**src/rtl/boot_sequencer_pkg.sv**
```systemverilog
// Shared definitions for the boot sequencer: FSM state encodings and the tohost pass value.
package boot_sequencer_pkg;

  typedef enum logic [2:0] {
    S_RESET   = 3'd0,
    S_LOAD_RD = 3'd1,
    S_LOAD_WR = 3'd2,
    S_RUN     = 3'd3,
    S_DONE    = 3'd4,
    S_TIMEOUT = 3'd5
  } state_e;

  localparam int unsigned PASS_CODE = 1;

  // Bits needed to count 0..max_val inclusive, never less than one.
  function automatic int unsigned cnt_width(input int unsigned max_val);
    return (max_val < 2) ? 1 : $clog2(max_val + 1);
  endfunction

endpackage

```
**src/rtl/boot_sequencer_sat_counter.sv**
```systemverilog
// Up-counter with synchronous clear and enable that sticks at all-ones instead of wrapping.
module sat_counter #(
  parameter int W = 8
) (
  input  logic         clk,
  input  logic         clr_i,
  input  logic         en_i,
  output logic [W-1:0] cnt_o
);

  logic [W-1:0] cnt_q;

  always_ff @(posedge clk) begin
    if (clr_i) begin
      cnt_q <= '0;
    end else if (en_i && (cnt_q != {W{1'b1}})) begin
      cnt_q <= cnt_q + 1'b1;
    end
  end

  assign cnt_o = cnt_q;

endmodule

```
**src/rtl/boot_sequencer.sv**
```systemverilog
// Bring-up controller: holds the core in reset, copies the boot ROM image into memory,
// releases the core and ends the run on a tohost store or when the tick budget runs out.
module boot_sequencer
  import boot_sequencer_pkg::*;
#(
  parameter int                 ADDR_W      = 16,
  parameter int                 DATA_W      = 32,
  parameter logic [ADDR_W-1:0]  LOAD_BASE   = '0,
  parameter int                 LOAD_WORDS  = 1024,
  parameter int                 RST_CYCLES  = 2,
  parameter int                 MAX_TICKS   = 40,
  parameter logic [ADDR_W-1:0]  TOHOST_ADDR = 16'h3ff0,
  parameter int                 CNT_W       = 32
) (
  input  logic              clk,
  input  logic              rst,
  output logic [ADDR_W-1:0] src_addr,
  input  logic [DATA_W-1:0] src_data,
  output logic              mem_we,
  output logic [ADDR_W-1:0] mem_addr,
  output logic [DATA_W-1:0] mem_wdata,
  input  logic              mem_ready,
  output logic              core_rst,
  input  logic              bus_we,
  input  logic [ADDR_W-1:0] bus_addr,
  input  logic [DATA_W-1:0] bus_wdata,
  output logic              done,
  output logic              pass,
  output logic              timeout,
  output logic [DATA_W-1:0] exit_code,
  output logic [CNT_W-1:0]  tick_count
);

  localparam int                RCW       = cnt_width(RST_CYCLES);
  localparam logic [RCW-1:0]    RST_LAST  = RCW'(RST_CYCLES - 1);
  localparam logic [ADDR_W-1:0] LAST_IDX  = ADDR_W'((LOAD_WORDS == 0) ? 0 : LOAD_WORDS - 1);
  localparam logic [CNT_W-1:0]  TICK_LAST = CNT_W'((MAX_TICKS == 0) ? 0 : MAX_TICKS - 1);

  state_e            state_q;
  logic [ADDR_W-1:0] idx_q;
  logic [ADDR_W-1:0] src_addr_q;
  logic              mem_we_q;
  logic [ADDR_W-1:0] mem_addr_q;
  logic [DATA_W-1:0] mem_wdata_q;
  logic              core_rst_q;
  logic              done_q;
  logic              pass_q;
  logic              timeout_q;
  logic [DATA_W-1:0] exit_code_q;

  logic [RCW-1:0]    rst_cnt;
  logic [CNT_W-1:0]  tick_cnt;
  logic              rst_elapsed;
  logic              tohost_hit;
  logic              budget_hit;

  sat_counter #(.W(RCW)) u_rst_cnt (
    .clk   (clk),
    .clr_i (rst),
    .en_i  (state_q == S_RESET),
    .cnt_o (rst_cnt)
  );

  // Counts every RUN cycle, including the one on which the run ends.
  sat_counter #(.W(CNT_W)) u_tick_cnt (
    .clk   (clk),
    .clr_i (rst),
    .en_i  (state_q == S_RUN),
    .cnt_o (tick_cnt)
  );

  assign rst_elapsed = (rst_cnt == RST_LAST);
  assign tohost_hit  = bus_we && (bus_addr == TOHOST_ADDR);
  assign budget_hit  = (MAX_TICKS != 0) && (tick_cnt == TICK_LAST);

  always_ff @(posedge clk) begin
    if (rst) begin
      state_q     <= S_RESET;
      idx_q       <= '0;
      src_addr_q  <= '0;
      mem_we_q    <= 1'b0;
      mem_addr_q  <= '0;
      mem_wdata_q <= '0;
      core_rst_q  <= 1'b1;
      done_q      <= 1'b0;
      pass_q      <= 1'b0;
      timeout_q   <= 1'b0;
      exit_code_q <= '0;
    end else begin
      case (state_q)
        S_RESET: begin
          if (rst_elapsed) begin
            if (LOAD_WORDS == 0) begin
              state_q    <= S_RUN;
              core_rst_q <= 1'b0;
            end else begin
              state_q    <= S_LOAD_RD;
              src_addr_q <= idx_q;
            end
          end
        end
        S_LOAD_RD: begin
          state_q     <= S_LOAD_WR;
          mem_we_q    <= 1'b1;
          mem_addr_q  <= LOAD_BASE + idx_q;
          mem_wdata_q <= src_data;
        end
        // Write request and payload stay frozen until the memory accepts them.
        S_LOAD_WR: begin
          if (mem_ready) begin
            mem_we_q <= 1'b0;
            idx_q    <= idx_q + 1'b1;
            if (idx_q == LAST_IDX) begin
              state_q    <= S_RUN;
              core_rst_q <= 1'b0;
            end else begin
              state_q    <= S_LOAD_RD;
              src_addr_q <= idx_q + 1'b1;
            end
          end
        end
        S_RUN: begin
          if (tohost_hit) begin
            state_q     <= S_DONE;
            done_q      <= 1'b1;
            pass_q      <= (bus_wdata == DATA_W'(PASS_CODE));
            exit_code_q <= bus_wdata;
            core_rst_q  <= 1'b1;
          end else if (budget_hit) begin
            state_q    <= S_TIMEOUT;
            done_q     <= 1'b1;
            timeout_q  <= 1'b1;
            core_rst_q <= 1'b1;
          end
        end
        default: begin
        end
      endcase
    end
  end

  assign src_addr   = src_addr_q;
  assign mem_we     = mem_we_q;
  assign mem_addr   = mem_addr_q;
  assign mem_wdata  = mem_wdata_q;
  assign core_rst   = core_rst_q;
  assign done       = done_q;
  assign pass       = pass_q;
  assign timeout    = timeout_q;
  assign exit_code  = exit_code_q;
  assign tick_count = tick_cnt;

endmodule
```
**config.mk**
```make
export PLATFORM = sky130hd
export DESIGN_NAME = boot_sequencer
export DESIGN_NICKNAME = d
export VERILOG_FILES = /design/src/rtl/boot_sequencer_pkg.sv /design/src/rtl/boot_sequencer_sat_counter.sv /design/src/rtl/boot_sequencer.sv
export SDC_FILE = /design/constraint.sdc
export NUM_CORES = 1
export LEC_CHECK = 0
export BUFFER_PORTS_ARGS = -buffer_cell sky130_fd_sc_hd__buf_2
export CAP_MARGIN = 20
export CORE_UTILIZATION = 51
export CTS_CLUSTER_SIZE = 8
export DETAILED_ROUTE_END_ITERATION = 7
export GPL_TIMING_DRIVEN = 0
export PLACE_DENSITY = 0.8
export SETUP_SLACK_MARGIN = 0.1
export SYNTH_ARGS = -nofsm -noshare
export SYNTH_HDL_FRONTEND = slang
export SYNTH_SLANG_ARGS = --single-unit
```
**constraint.sdc**
```tcl
create_clock -name clk -period 2.3 [get_ports clk]
set_input_delay 0.69 -clock clk [delete_from_list [all_inputs] [get_ports clk]]
set_output_delay 0.69 -clock clk [all_outputs]
set_load 0.01 [all_outputs]
```
* Yosys cells after proc, flatten, opt, wreduce, memory -nomap -nowiden
Index checks and enable logic that the tools add are counted.
Word-level totals: register bits 154, latch bits 0, bits in writable memories 0, memory bits (read-only) 0, bits of input ports 84, output and inout bits 133, word-level logic and storage cells 66, memories kept 0
Operators by class: $add $sub $neg 3, multipliers 0, div/mod/pow operators 0, $lt $le $gt $ge 0, equality and inequality tests 15, shift-type cells 0, muxes and demuxes 17, bitwise logic cells 1, reductions and logical operators 17
Operator list (number):
- $mux W16 | 3
- $add A32 B1 Y32 const B | 1
- $eq A32 B1 Y1 const B | 1
- $eq A32 B6 Y1 const B | 1
- $ne A32 B32 Y1 const B | 1
- $pmux W16 S2 | 1
- $add A16 B1 Y16 const B | 1
- $eq A16 B10 Y1 const B | 1
- $eq A16 B14 Y1 const B | 1
- $mux W3 | 4
- $pmux W3 S4 | 1
- $reduce_and A4 Y1 | 3
- $ne A2 B2 Y1 const B | 5
- $reduce_and A2 Y1 | 4
- $reduce_bool A2 Y1 | 4
- $eq A3 B2 Y1 const B | 2
- $mux W1 | 5
- $pmux W1 S2 | 2
- $reduce_bool A4 Y1 | 1
- $eq A3 B1 Y1 const B | 1
- $logic_and A1 B1 Y1 | 3
- $logic_not A3 Y1 | 1
- $ne A3 B3 Y1 const B | 1
- $reduce_and A3 Y1 | 1
- other kinds (4) | 4

* Logic depth before layout (Yosys ltp)
depth in word-level cells 4, gate-level depth with buffers 8, mapped depth without buffers 6

* Cells and area by module
A second synthesis with hierarchy kept.
Unflattened totals: cell total of the unflattened synthesis 811, area, all modules 6734.0 µm²
By module, submodules not included:
- boot_sequencer | times used 1, cells an instance 614, area an instance 5013.6 µm², seq. area each 2402.3 µm²
- sat_counter at u_tick_cnt | times used 1, cells an instance 187, area an instance 1606.5 µm², seq. area each 640.6 µm²
- sat_counter at u_rst_cnt | times used 1, cells an instance 10, area an instance 113.9 µm², seq. area each 40.0 µm²

* Least setup slack after synthesis
Ideal clock, no wire load.
path type register -> register, from register u_tick_cnt.cnt_q[19], in the netlist u_tick_cnt.cnt_o[19], to register u_tick_cnt.cnt_q[6], in the netlist u_tick_cnt.cnt_o[6], library setup time 0.121 ns, arrival 2.026 ns, required time 2.179 ns, setup slack 0.153 ns, stages on the path, launching flop included 7, buffers on the path 1, clock period less this slack 2.147 ns, path through dfxtp_1 nand4_2 or4_4 nor4_4 buf_6 nor4_1 mux2_2
On the way: word-level cells in the longest chain between the ends 2
RTL lines:
- start: declaration | line boot_sequencer_sat_counter.sv:11 | logic [W-1:0] cnt_q;
- start signal: assignment | line boot_sequencer_sat_counter.sv:17 | cnt_q <= cnt_q + 1'b1;
- $ne A32 B32 Y1 | line boot_sequencer_sat_counter.sv:16 | end else if (en_i && (cnt_q != {W{1'b1}})) begin
- $logic_and A1 B1 Y1 | line boot_sequencer_sat_counter.sv:16
No other way between the ends. A chain may end at the register's enable or synchronous reset.

* Worst setup path in the final report
from register state_q[0], to register src_addr_q[14], in the netlist src_addr[14]
On the way: word-level cells in the longest chain between the ends 3, elaborated cells between the ends (all ways) 8, those cells by class eq/ne (4); mux (1); reduce/logical (3)
RTL lines:
- start: declaration | line boot_sequencer.sv:39 | state_e state_q;
- start signal: assignment | line boot_sequencer.sv:78 | state_q <= S_RESET;
- start signal: assignment | line boot_sequencer.sv:94 | state_q <= S_RUN;
- start signal: assignment | line boot_sequencer.sv:97 | state_q <= S_LOAD_RD;
- $eq A3 B2 Y1 or $logic_not A3 Y1 (tied branches) | line boot_sequencer.sv:90 | case (state_q)
- $ne A2 B2 Y1 (no source line) or $reduce_bool A2 Y1 (tied branches)
- $reduce_and A4 Y1 (no source line)
- end signal: assignment | line boot_sequencer.sv:98 | src_addr_q <= idx_q;
- end signal: assignment | line boot_sequencer.sv:118 | src_addr_q <= idx_q + 1'b1;
- end: declaration | line boot_sequencer.sv:41 | logic [ADDR_W-1:0] src_addr_q;
Several ways; a longest one is shown, not always the timed one.

==> results.py <==
metrics = {
    "cts": {
        "htreeDepth": 4,
        "clkTransAtPathRegs_ns": 0.06,
        "cts_buffers": 17,
        "cts_max_path_buffers": 2,
        "worstSkewPairLatency_ns": 0.43,
        "cts-root-buf": "clkbuf_16",
        "tritoncts": "yes",
        "cts_num_sinks": 154,
        "hold_buffers": 0,
    },
    "detailed_routing": {
        "drc": 0,
        "vias_per_cell": 5.370,
        "drt_iter0_drc": 492,
        "ant_nets": 0,
        "wl_per_cell_um": 14.96,
        "num_vias": 6648,
        "drt-total-wl_um": 18520,
        "first_pass_iters": 4,
    },
    "critical_path": {
        "worstPathRequired_ns": 2.63,
        "reg2regPathDepth": 8,
        "regToRegEndpoint": "src_addr[14]$_SDFFE_PP0P_",
        "rrSetupSlack_ns": 0.13,
        "arrival_ns": 2.50,
        "startpoint_type": "flop",
        "path_class": "flop to flop",
        "timing.rr.start": "state_q[0]$_SDFFE_PP0P_",
        "endpoint_kind": "flop",
        "critical_path.max_fanout": 10,
    },
    "floorplan": {
        "initial_core_util": 0.5220,
        "die_area_sq_um": 13320,
        "io_pins": 217,
        "rows": 41,
        "die_w_um": 115.4,
        "core-area_sq_um": 12570,
        "fp.dieH_um": 115.4,
    },
    "layout": {
        "diodes": 0,
        "multi_input_area_sq_um": 3254,
        "area_growth_pct": 32.75,
        "drive_gt1_frac": 0.3068,
        "fin_nets": 1141,
        "regArea_sq_um": 3098,
        "fin_cells": 1238,
        "fillCellCount": 1025,
    },
    "placement": {
        "gp_congestion": 0.8563,
        "port_buffers": 216,
        "place_hpwl_um": 13010,
        "dp_cells": 1191,
    },
    "synthesis": {
        "syn_avg_cell_area_sq_um": 8.169,
        "synthesis.nets": 891,
        "ys_seq_area_frac": 0.4700,
        "postSynth.asyncResetShare": 0,
        "synth_warnings": 0,
        "synth_edf_count": 0,
        "syn-cell-area_sq_um": 6560,
        "synth-seq-cells": 154,
        "synth_cell_types": 51,
        "yosys_most_used_dff": "dfxtp_1",
        "synthCells": 803,
    },
    "hold_path": {
        "worstHoldPathType": "flop to flop",
        "min_from": "done$_SDFFE_PP0P_",
        "hold_depth": 2,
        "whs_endpoint": "done$_SDFFE_PP0P_",
    },
    "pwr": {
        "swShare": 0.2769,
        "p_int_uw": 5222,
        "peakVddDrop_v": 0.0003983,
        "power.switching_uw": 1999,
        "leakagePower_uw": 0.003561,
        "p_per_area_nw_per_um2": 829.2,
        "seq_power_share": 0.417,
        "pwr-share-clk": 0.404,
        "comb_power_share": 0.179,
    },
    "sta": {
        "rsz0062_at_grt": "true",
        "setup_viol": 0,
        "slew_viol_final": 0,
        "fin_crit_sh": 0.9440,
        "max_freq_mhz": 460.6,
        "finalHoldViolations": 0,
        "whs_ns": 0.4470,
        "finClkSkew_ns": 0.01117,
        "worst_slew_pin_slew_ns": 0.6318,
        "max_slew_margin": 0.5749,
        "fin_crit_ns": 2.171,
    },
    "global_route": {
        "overflow": 0,
        "track_usage": 0.2703,
        "grt_pass1_vias": 5886,
        "grt_max_degree": 17,
        "antenna_found_initial": 0,
        "grt_pass1_wl_um": 28150,
    },
    "flow_run": {
        "cap_violations": 0,
    },
    "status": {
        "outcome": "complete, no violations",
    },
}
cells in the mapped netlist (4+ instances only):
| cell | count | area [sq um] |
|---|---|---|
| a211oi_1 | 22 | 165.2 |
| a21oi_1 | 110 | 550.5 |
| and3_1 | 6 | 37.54 |
| buf_2 | 5 | 25.02 |
| clkbuf_1 | 45 | 168.9 |
| dfxtp_1 | 154 | 3083 |
| ha_1 | 4 | 50.05 |
| inv_1 | 12 | 45.04 |
| mux2_2 | 5 | 56.30 |
| mux2i_1 | 4 | 40.04 |
| nand2_1 | 188 | 705.7 |
| nand3_1 | 16 | 80.08 |
| nand4_1 | 17 | 106.4 |
| nor2_1 | 52 | 195.2 |
| nor2b_1 | 6 | 37.54 |
| nor3_1 | 8 | 40.04 |
| nor4_1 | 26 | 162.7 |
| o21ai_0 | 12 | 60.06 |
| o31ai_1 | 12 | 90.09 |
| or3_1 | 9 | 56.30 |
| or3_2 | 6 | 45.04 |
| or4_1 | 6 | 45.04 |
| or4_2 | 7 | 61.31 |
| xnor2_1 | 20 | 175.2 |
| xor2_1 | 15 | 131.4 |
worst max-delay path: stages (launching register included):
cell	delay [ns]
dfxtp_1	0.30
clkbuf_4	0.17
or3b_2	0.46
buf_6	0.16
nor3_4	0.27
buf_6	0.16
nand4_1	0.10
xor2_1	0.19
a211oi_1	0.26
timing repair:
item                                    in CTS  in global routing
gates cloned                                 0                  0
endpoints found under the setup margin      31                 84
gates resized for setup                      9                 38
buffers inserted                             2                 13
endpoints found under the hold margin        0                  0
pin swaps                                    3                  8
cells by family after synthesis:
family / count (synthesis) / share of synthesized area
compound gates: 164 / 0.1411
xor+xnor: 35 / 0.04673
fa+ha+maj: 4 / 0.007630
buf+inv: 68 / 0.04520
flops: 154 / 0.4700
mux: 9 / 0.01469
simple gates: 369 / 0.2747
flip-flops by register name, summed over array words and instances (netlist names):
register,count
src_addr,16
mem_addr,16
core_rst,1
u_rst_cnt.cnt_o,2
mem_we,1
mem_wdata,32
exit_code,32
u_tick_cnt.cnt_o,32
done,1
timeout,1
pass,1
state_q,3
idx_q,16
final cells by class:
type	instances	area share
Multi-Input combinational cell	581	0.3737
Inverter	12	0.005172
Clock buffer	21	0.05517
Timing Repair Buffer	231	0.1375
Clock inverter	11	0.01638
Sequential cell	154	0.3557
Buffer	56	0.03161
Tap cell	172	0.02471
power groups by stage:
stage                     registers [uW]  clock network, uW  logic, uW
after floorplan                     3160                  0        663
after global placement              3060                  0       1210
after detailed placement            3070                  0       1230
after CTS                           3010               2950       1250
after global routing                3040               3090       1460
final                               3010               2920       1290
worst max-delay path by stage:
| stage | from | to | slack, ns |
|---|---|---|---|
| after global placement | bus_addr[15] | exit_code[26]$_SDFFE_PP0P_ | -0.17 |
| after detailed placement | bus_addr[15] | exit_code[11]$_SDFFE_PP0P_ | -0.21 |
| after global routing | u_tick_cnt.cnt_o[26]$_SDFFE_PP0P_ | u_tick_cnt.cnt_o[4]$_SDFFE_PP0P_ | 0.02 |
| after floorplan | u_tick_cnt.cnt_o[19]$_SDFFE_PP0P_ | u_tick_cnt.cnt_o[6]$_SDFFE_PP0P_ | 0.15 |
| final | state_q[0]$_SDFFE_PP0P_ | src_addr[14]$_SDFFE_PP0P_ | 0.13 |
| after CTS | state_q[2]$_SDFFE_PP0P_ | mem_addr[4]$_SDFFE_PP0P_ | 0.09 |
placed cells by master (no fill, tap or decap), types with 6 or more instances in the layout:
| master | instances |
|---|---|
| dfxtp_1 | 144 |
| nand2_1 | 188 |
| clkbuf_1 | 37 |
| or3_1 | 9 |
| buf_4 | 15 |
| or3_2 | 6 |
| dfxtp_2 | 9 |
| nor4_1 | 24 |
| nor3_1 | 6 |
| nand3_1 | 15 |
| nor2b_1 | 6 |
| or4_2 | 7 |
| a21oi_1 | 110 |
| clkbuf_16 | 17 |
| o31ai_1 | 12 |
| o21ai_0 | 12 |
| and3_1 | 6 |
| inv_1 | 12 |
| clkbuf_2 | 6 |
| or4_1 | 6 |
| a211oi_1 | 21 |
| nor2_1 | 52 |
| buf_2 | 219 |
| nand4_1 | 17 |
| clkbuf_8 | 6 |
| xnor2_1 | 20 |
| xor2_1 | 15 |
metal layers:
| layer | part of all wire | wire (um) | global-route usage |
|---|---|---|---|
| met4 | 0.017 | 316 | 0.08831 |
| met5 | 0 | 0 | 0 |
| met3 | 0.063 | 1171 | 0.07950 |
| met1 | 0.43 | 7915 | 0.3202 |
| met2 | 0.49 | 9120 | 0.4683 |
per-stage QoR:
stage | util | total power [uW] | TNS [ns] | setup WS (ns) | instance area [sq um]
global placement | 0.6251 | 4270 | -6.449 | -0.1656 | 7856
global route | 0.6929 | 7584 | 0 | 0.02074 | 8708
floorplan | - | 3827 | 0 | 0.1529 | 6560
CTS | 0.6782 | 7210 | 0 | 0.08843 | 8524
detailed placement | 0.6251 | 4301 | -8.019 | -0.2093 | 7856
finish | 0.6929 | 7221 | 0 | 0.1289 | 8708
Power figures use the tool's default switching activity.
